`src/rtl/gf2m_pkg.sv`:
```
// Shared definitions for the GF(2^m) digit-serial multiplier: FSM state
// encoding, the ceil-div helper used to size the digit count, and the
// default AES field polynomial x^8 + x^4 + x^3 + x + 1.
package gf2m_pkg;

  typedef enum logic [1:0] {
    IDLE = 2'd0,
    CALC = 2'd1,
    DONE = 2'd2
  } state_e;

  localparam logic [8:0] AES_POLY = 9'h11B;

  // Number of D-bit digits needed to cover an n-bit operand.
  function automatic int unsigned ceil_div(input int unsigned n, input int unsigned d);
    return (n + d - 1) / d;
  endfunction

endpackage

```
`src/rtl/gf2m_digit_step.sv`:
```
// One digit step of the MSB-first multiplier:
//   z_next_c_o = (z_i * x^D + a_i * bd_i) mod POLY
// Purely combinational. The digit is folded in Horner style, one bit at a
// time from its MSB, so every intermediate value stays M bits wide and only
// needs a single conditional XOR with POLY per bit.
// Ports:
//   z_i        - current accumulator (M bits)
//   a_i        - multiplicand (M bits)
//   bd_i       - current multiplier digit (D bits)
//   z_next_c_o - reduced next accumulator value (M bits, combinational)
module gf2m_digit_step #(
  parameter int unsigned M    = 8,
  parameter int unsigned D    = 1,
  parameter logic [M:0]  POLY = 9'h11B
) (
  input  logic [M-1:0] z_i,
  input  logic [M-1:0] a_i,
  input  logic [D-1:0] bd_i,
  output logic [M-1:0] z_next_c_o
);

  logic [M-1:0] acc;

  // Multiply by x with reduction, then conditionally add a, once per digit bit.
  always_comb begin
    acc = z_i;
    for (int j = int'(D) - 1; j >= 0; j--) begin
      if (acc[M-1]) begin
        acc = M'(acc << 1) ^ POLY[M-1:0];
      end else begin
        acc = M'(acc << 1);
      end
      if (bd_i[j]) begin
        acc = acc ^ a_i;
      end
    end
    z_next_c_o = acc;
  end

endmodule

```
`src/rtl/gf2m_digit_serial_mult.sv`:
```
// Digit-serial GF(2^M) polynomial-basis multiplier, y = a*b mod POLY.
// Processes D multiplier bits per cycle, MSB digit first, K = ceil(M/D)
// cycles per product. Valid/ready handshake on both sides.
// Optional feature macro: GF_MULT_ACC_EN adds acc_mode/c inputs; with
// acc_mode=1 the result is a*b XOR c at the same latency.
// Ports:
//   clk, rst_n          - clock, asynchronous active-low reset
//   in_valid, in_ready  - operand handshake (in_ready only in IDLE)
//   a, b                - multiplicand, multiplier (M bits)
//   out_valid, out_ready- result handshake (out_valid only in DONE)
//   y                   - last completed product (M bits)
//   acc_mode, c         - accumulate enable and addend (GF_MULT_ACC_EN only)
module gf2m_digit_serial_mult
  import gf2m_pkg::*;
#(
  parameter int unsigned M    = 8,
  parameter int unsigned D    = 1,
  parameter logic [M:0]  POLY = (M+1)'(AES_POLY)
) (
  input  logic         clk,
  input  logic         rst_n,
  input  logic         in_valid,
  output logic         in_ready,
  input  logic [M-1:0] a,
  input  logic [M-1:0] b,
`ifdef GF_MULT_ACC_EN
  input  logic         acc_mode,
  input  logic [M-1:0] c,
`endif
  output logic         out_valid,
  input  logic         out_ready,
  output logic [M-1:0] y
);

  localparam int unsigned K  = ceil_div(M, D);
  localparam int unsigned KD = K * D;
  localparam int unsigned CW = (K > 1) ? $clog2(K) : 1;

  state_e        state_q, state_d;
  logic [M-1:0]  a_q, a_d;
  logic [KD-1:0] b_q, b_d;
  logic [M-1:0]  z_q, z_d;
  logic [CW-1:0] cnt_q, cnt_d;
  logic [M-1:0]  y_q, y_d;
  logic          out_valid_q, out_valid_d;
  logic          in_ready_q, in_ready_d;
  logic [M-1:0]  z_next;
  logic [M-1:0]  addend;
`ifdef GF_MULT_ACC_EN
  logic [M-1:0]  c_q, c_d;
`endif

  // Current digit is always the top D bits of the shifting multiplier register.
  gf2m_digit_step #(
    .M    (M),
    .D    (D),
    .POLY (POLY)
  ) u_step (
    .z_i        (z_q),
    .a_i        (a_q),
    .bd_i       (b_q[KD-1 -: D]),
    .z_next_c_o (z_next)
  );

  // The addend is XORed in at completion rather than preloaded into Z, since
  // a preloaded value would be scaled by x^(K*D) by the Horner iterations.
`ifdef GF_MULT_ACC_EN
  assign addend = c_q;
`else
  assign addend = '0;
`endif

  // State and datapath registers.
  always_ff @(posedge clk or negedge rst_n) begin
    if (!rst_n) begin
      state_q     <= IDLE;
      a_q         <= '0;
      b_q         <= '0;
      z_q         <= '0;
      cnt_q       <= '0;
      y_q         <= '0;
      out_valid_q <= 1'b0;
      in_ready_q  <= 1'b0;
`ifdef GF_MULT_ACC_EN
      c_q         <= '0;
`endif
    end else begin
      state_q     <= state_d;
      a_q         <= a_d;
      b_q         <= b_d;
      z_q         <= z_d;
      cnt_q       <= cnt_d;
      y_q         <= y_d;
      out_valid_q <= out_valid_d;
      in_ready_q  <= in_ready_d;
`ifdef GF_MULT_ACC_EN
      c_q         <= c_d;
`endif
    end
  end

  // Next-state and datapath update.
  always_comb begin
    state_d = state_q;
    a_d     = a_q;
    b_d     = b_q;
    z_d     = z_q;
    cnt_d   = cnt_q;
    y_d     = y_q;
`ifdef GF_MULT_ACC_EN
    c_d     = c_q;
`endif

    case (state_q)
      IDLE: begin
        // in_ready_q gates the accept so nothing is taken on the first edge after reset.
        if (in_valid && in_ready_q) begin
          a_d     = a;
          b_d     = KD'(b);
          z_d     = '0;
          cnt_d   = CW'(K - 1);
          state_d = CALC;
`ifdef GF_MULT_ACC_EN
          c_d     = acc_mode ? c : '0;
`endif
        end
      end
      CALC: begin
        z_d = z_next;
        b_d = KD'(b_q << D);
        if (cnt_q == '0) begin
          y_d     = z_next ^ addend;
          state_d = DONE;
        end else begin
          cnt_d = cnt_q - CW'(1);
        end
      end
      DONE: begin
        if (out_ready) begin
          state_d = IDLE;
        end
      end
      default: begin
        state_d = IDLE;
      end
    endcase

    out_valid_d = (state_d == DONE);
    in_ready_d  = (state_d == IDLE);
  end

  assign in_ready  = in_ready_q;
  assign out_valid = out_valid_q;
  assign y         = y_q;

endmodule
```
`config.mk`:
```
export PLATFORM = sky130hd
export DESIGN_NAME = gf2m_digit_serial_mult
export DESIGN_NICKNAME = d
export VERILOG_FILES = /design/src/rtl/gf2m_pkg.sv /design/src/rtl/gf2m_digit_step.sv /design/src/rtl/gf2m_digit_serial_mult.sv
export SDC_FILE = /design/constraint.sdc
export NUM_CORES = 1
export LEC_CHECK = 0
export ABC_AREA = 0
export CELL_PAD_IN_SITES_DETAIL_PLACEMENT = 1
export CELL_PAD_IN_SITES_GLOBAL_PLACEMENT = 1
export CORE_MARGIN = 2
export CORE_UTILIZATION = 25
export CTS_BUF_LIST = sky130_fd_sc_hd__clkbuf_2 sky130_fd_sc_hd__clkbuf_4 sky130_fd_sc_hd__clkbuf_8
export DETAILED_ROUTE_END_ITERATION = 10
export PLACE_DENSITY = 0.61
export SYNTH_ARGS = -nofsm -noshare
export SYNTH_HDL_FRONTEND = slang
export SYNTH_SLANG_ARGS = --single-unit
```
`constraint.sdc`:
```
create_clock -name clk -period 1.4 [get_ports clk]
set_clock_uncertainty 0.1 [all_clocks]
set_input_delay 0.14 -clock clk [delete_from_list [all_inputs] [get_ports clk]]
set_output_delay 0.14 -clock clk [all_outputs]
set_load 0.03 [all_outputs]
```
==> impl_metrics.json <==
{
  "synth_seq_cells": 39,
  "synth_adder_area_share": 0.01429,
  "avgSynthCellArea_sq_um": 10.13,
  "ys_warn_count": 0,
  "diodes": 0,
  "vias": 1265,
  "grt_antenna_before_repair": 0,
  "die_w_microns": 87.71,
  "start_util": 0.2578,
  "via_per_inst": 4.121,
  "cap_violations": 0,
  "rr_startpoint": "cnt_q[0]",
  "synth_xor_area_frac": 0.05500,
  "overflow": 0,
  "worst_pin_slew_ns": 0.3050,
  "min_period_over_period": 0.9676,
  "leakage_uw": 0.001033,
  "critical_path_class": "register to register",
  "min_path_type": "input pin to asynchronous set/reset pin",
  "dieArea_sq_um": 7692,
  "p_total_uw": 5447,
  "cts_max_path_buffers": 2,
  "synth-simple-area-share": 0.2043,
  "core_area_sq_um": 6794,
  "cts-root-buf": "clkbuf_8",
  "synth_edf_count": 0,
  "nets": 232,
  "dpl-instance-area_sq_um": 2171,
  "vdd_drop_max_uv": 508.8,
  "rsz0062_at_grt": "yes",
  "fmax_mhz": 738.2,
  "ys_types": 28,
  "finalWorstSetupSlack_ns": 0.04530,
  "whs_ns": 0.2454,
  "die_y_microns": 87.71,
  "rr_worst_depth": 6,
  "grt_pass1_wl_microns": 6893,
  "grt_max_degree": 40,
  "hold_viol": 0,
  "synth_top_family_by_area": "simple AND/OR/NAND/NOR gates",
  "pre_cts_slack_ns": -0.07041,
  "dr.pass1.iters": 3,
  "synth_flop_cell": "dfrtp_1",
  "ys_seq_area_frac": 0.5571,
  "synth.top_cell.area_share": 0.5571,
  "crit_path_start_kind": "register",
  "relSlewSlack": 0.7975,
  "async_flop_share": 1.000,
  "drc": 0,
  "cp-end-kind": "register",
  "synthCells": 173,
  "crit_required_ns": 1.48,
  "postLayoutCellArea_sq_um": 2336,
  "synth_mux_area_frac": 0,
  "drtIter0Drc": 56,
  "ant_nets": 0,
  "fin_cells": 307,
  "grt_use_total": 0.1148,
  "fill_cells": 773,
  "synth-compound-area-share": 0.1071,
  "drive_gt1_frac": 0.1754,
  "final.min_clock_period_ns": 1.355,
  "clk_transition_reported_paths_ns": 0.08,
  "synth_commonest_cells": "nand2_1 (43), dfrtp_1 (39), o21ai_0 (18), nand3_1 (9), nor2_1 (8)",
  "port_buffers": 29,
  "clock_latency_ns": 0.29,
  "drt_wl_total_microns": 3871,
  "dpl.hpwl_microns": 2707,
  "htree_levels": 2,
  "worstPathMaxFanout": 3,
  "cts_made_buffers": 5,
  "ios": 30,
  "placed_cells": 297,
  "cts_tree": "done",
  "yosysMostFrequentCell": "nand2_1",
  "syn-cell-area_sq_um": 1752,
  "area_delta_synth_final_pct": 33.36,
  "clock_sinks": 39,
  "r2r-end": "cnt_q[0]",
  "num_rows": 30,
  "crit_arrival_ns": 1.43,
  "syn_nets": 195,
  "place_congestion": 0.7267,
  "status": "completed",
  "ys_top_cells_by_area": "dfrtp_1 (56%), nand2_1 (9.2%), o21ai_0 (5.1%)",
  "ff2ff_setup_slack_ns": 0.05,
  "power_density_nw_per_um2": 2332,
  "grt_pass1_vias": 1360,
  "avgRoutedWirePerCell_microns": 12.61,
  "setup_viol": 0,
  "synth_top_cell_by_area": "dfrtp_1",
  "final-max-slew-violation-count": 0
}
==> per-stage QoR <==
stage	setup TNS, ns	utilization
2_1_floorplan	0	-
3_3_place_gp	-0.07030	0.3195
3_5_place_dp	-0.1238	0.3195
4_1_cts	0	0.3405
5_1_grt	-0.02916	0.3438
6_report	0	0.3438
==> sequential cells by signal, summed over array words and instances (netlist names) <==
signal     cells
a_q            8
state_q        2
cnt_q          3
b_q            8
out_valid      1
z_q            8
in_ready       1
y              8
==> logic make-up (layout without fill, tap and decap cells) <==
| logic type | count (synthesis) | after routing |
|---|---|---|
| xor gates and xnor gates | 11 | 11 |
| and+or+nand+nor | 76 | 76 |
| AOI/OAI and AO/OA | 30 | 30 |
| adders and majority gates | 2 | 2 |
| buffers and inverters | 15 | 53 |
| DFF | 39 | 39 |
==> layout by cell type, fill, tap and decap left out, types with 5 or more instances in the layout <==
| master | synthesis | routed |
|---|---|---|
| xnor2_1 | 6 | 6 |
| clkbuf_8 | 0 | 5 |
| clkdlybuf4s50_1 | 0 | 18 |
| o22ai_1 | 7 | 7 |
| nor2_1 | 8 | 8 |
| nor3_1 | 7 | 6 |
| xor2_1 | 5 | 5 |
| dfrtp_1 | 39 | 37 |
| nand2_1 | 43 | 43 |
| o21ai_0 | 18 | 18 |
| nand3_1 | 9 | 9 |
| buf_4 | 5 | 10 |
| dlygate4sd2_1 | 0 | 10 |
==> per-layer routing <==
metal | global-route usage | vias to the layer above | part of all wire
li1 | - | 653 | -
met1 | 0.1682 | 585 | 0.53
met2 | 0.1660 | 23 | 0.43
met3 | 0.02451 | 4 | 0.028
met4 | 0.04196 | 0 | 0.012
met5 | 0 | - | 0
==> layout make-up <==
type	instances	area [sq um]	area share
Sequential cell	39	978.4	0.4189
Timing Repair Buffer	43	409.1	0.1751
Clock inverter	3	43.79	0.01875
Tap cell	96	120.1	0.05142
Clock buffer	5	68.82	0.02946
Multi-Input combinational cell	119	708.2	0.3032
Inverter	2	7.507	0.003214
==> how the worst max path moves through the flow <==
stage	slack, ns	to	startpoint
4_1_cts	0.01	cnt_q[1]	state_q[1]
5_1_grt	-0.02	cnt_q[0]	cnt_q[0]
6_report	0.05	cnt_q[0]	cnt_q[0]
3_5_place_dp	-0.07	cnt_q[0]	cnt_q[0]
3_3_place_gp	-0.03	b_q[5]	in_valid
2_1_floorplan	0.01	cnt_q[0]	cnt_q[0]
==> worst max-delay path, stage by stage (launching register included) <==
cell,delay [ns]
dfrtp_1,0.39
inv_2,0.10
ha_4,0.15
nor2b_4,0.14
buf_6,0.11
o21ai_4,0.06
o21ba_2,0.20
==> report_power, final <==
| part | leakage (uW) | switching [uW] | internal (uW) |
|---|---|---|---|
| logic | 0.000498 | 1350 | 1120 |
| registers | 0.000477 | 369 | 1660 |
| clock network | 0.0000581 | 419 | 531 |
==> timing repair <==
item,in CTS,in global routing
hold buffers,1,0
hold endpoints to repair,39,0
resized for setup,17,8
setup endpoints to repair,13,11
buffers inserted,1,0
pin swaps,0,1
Power figures use the tool's default switching activity.
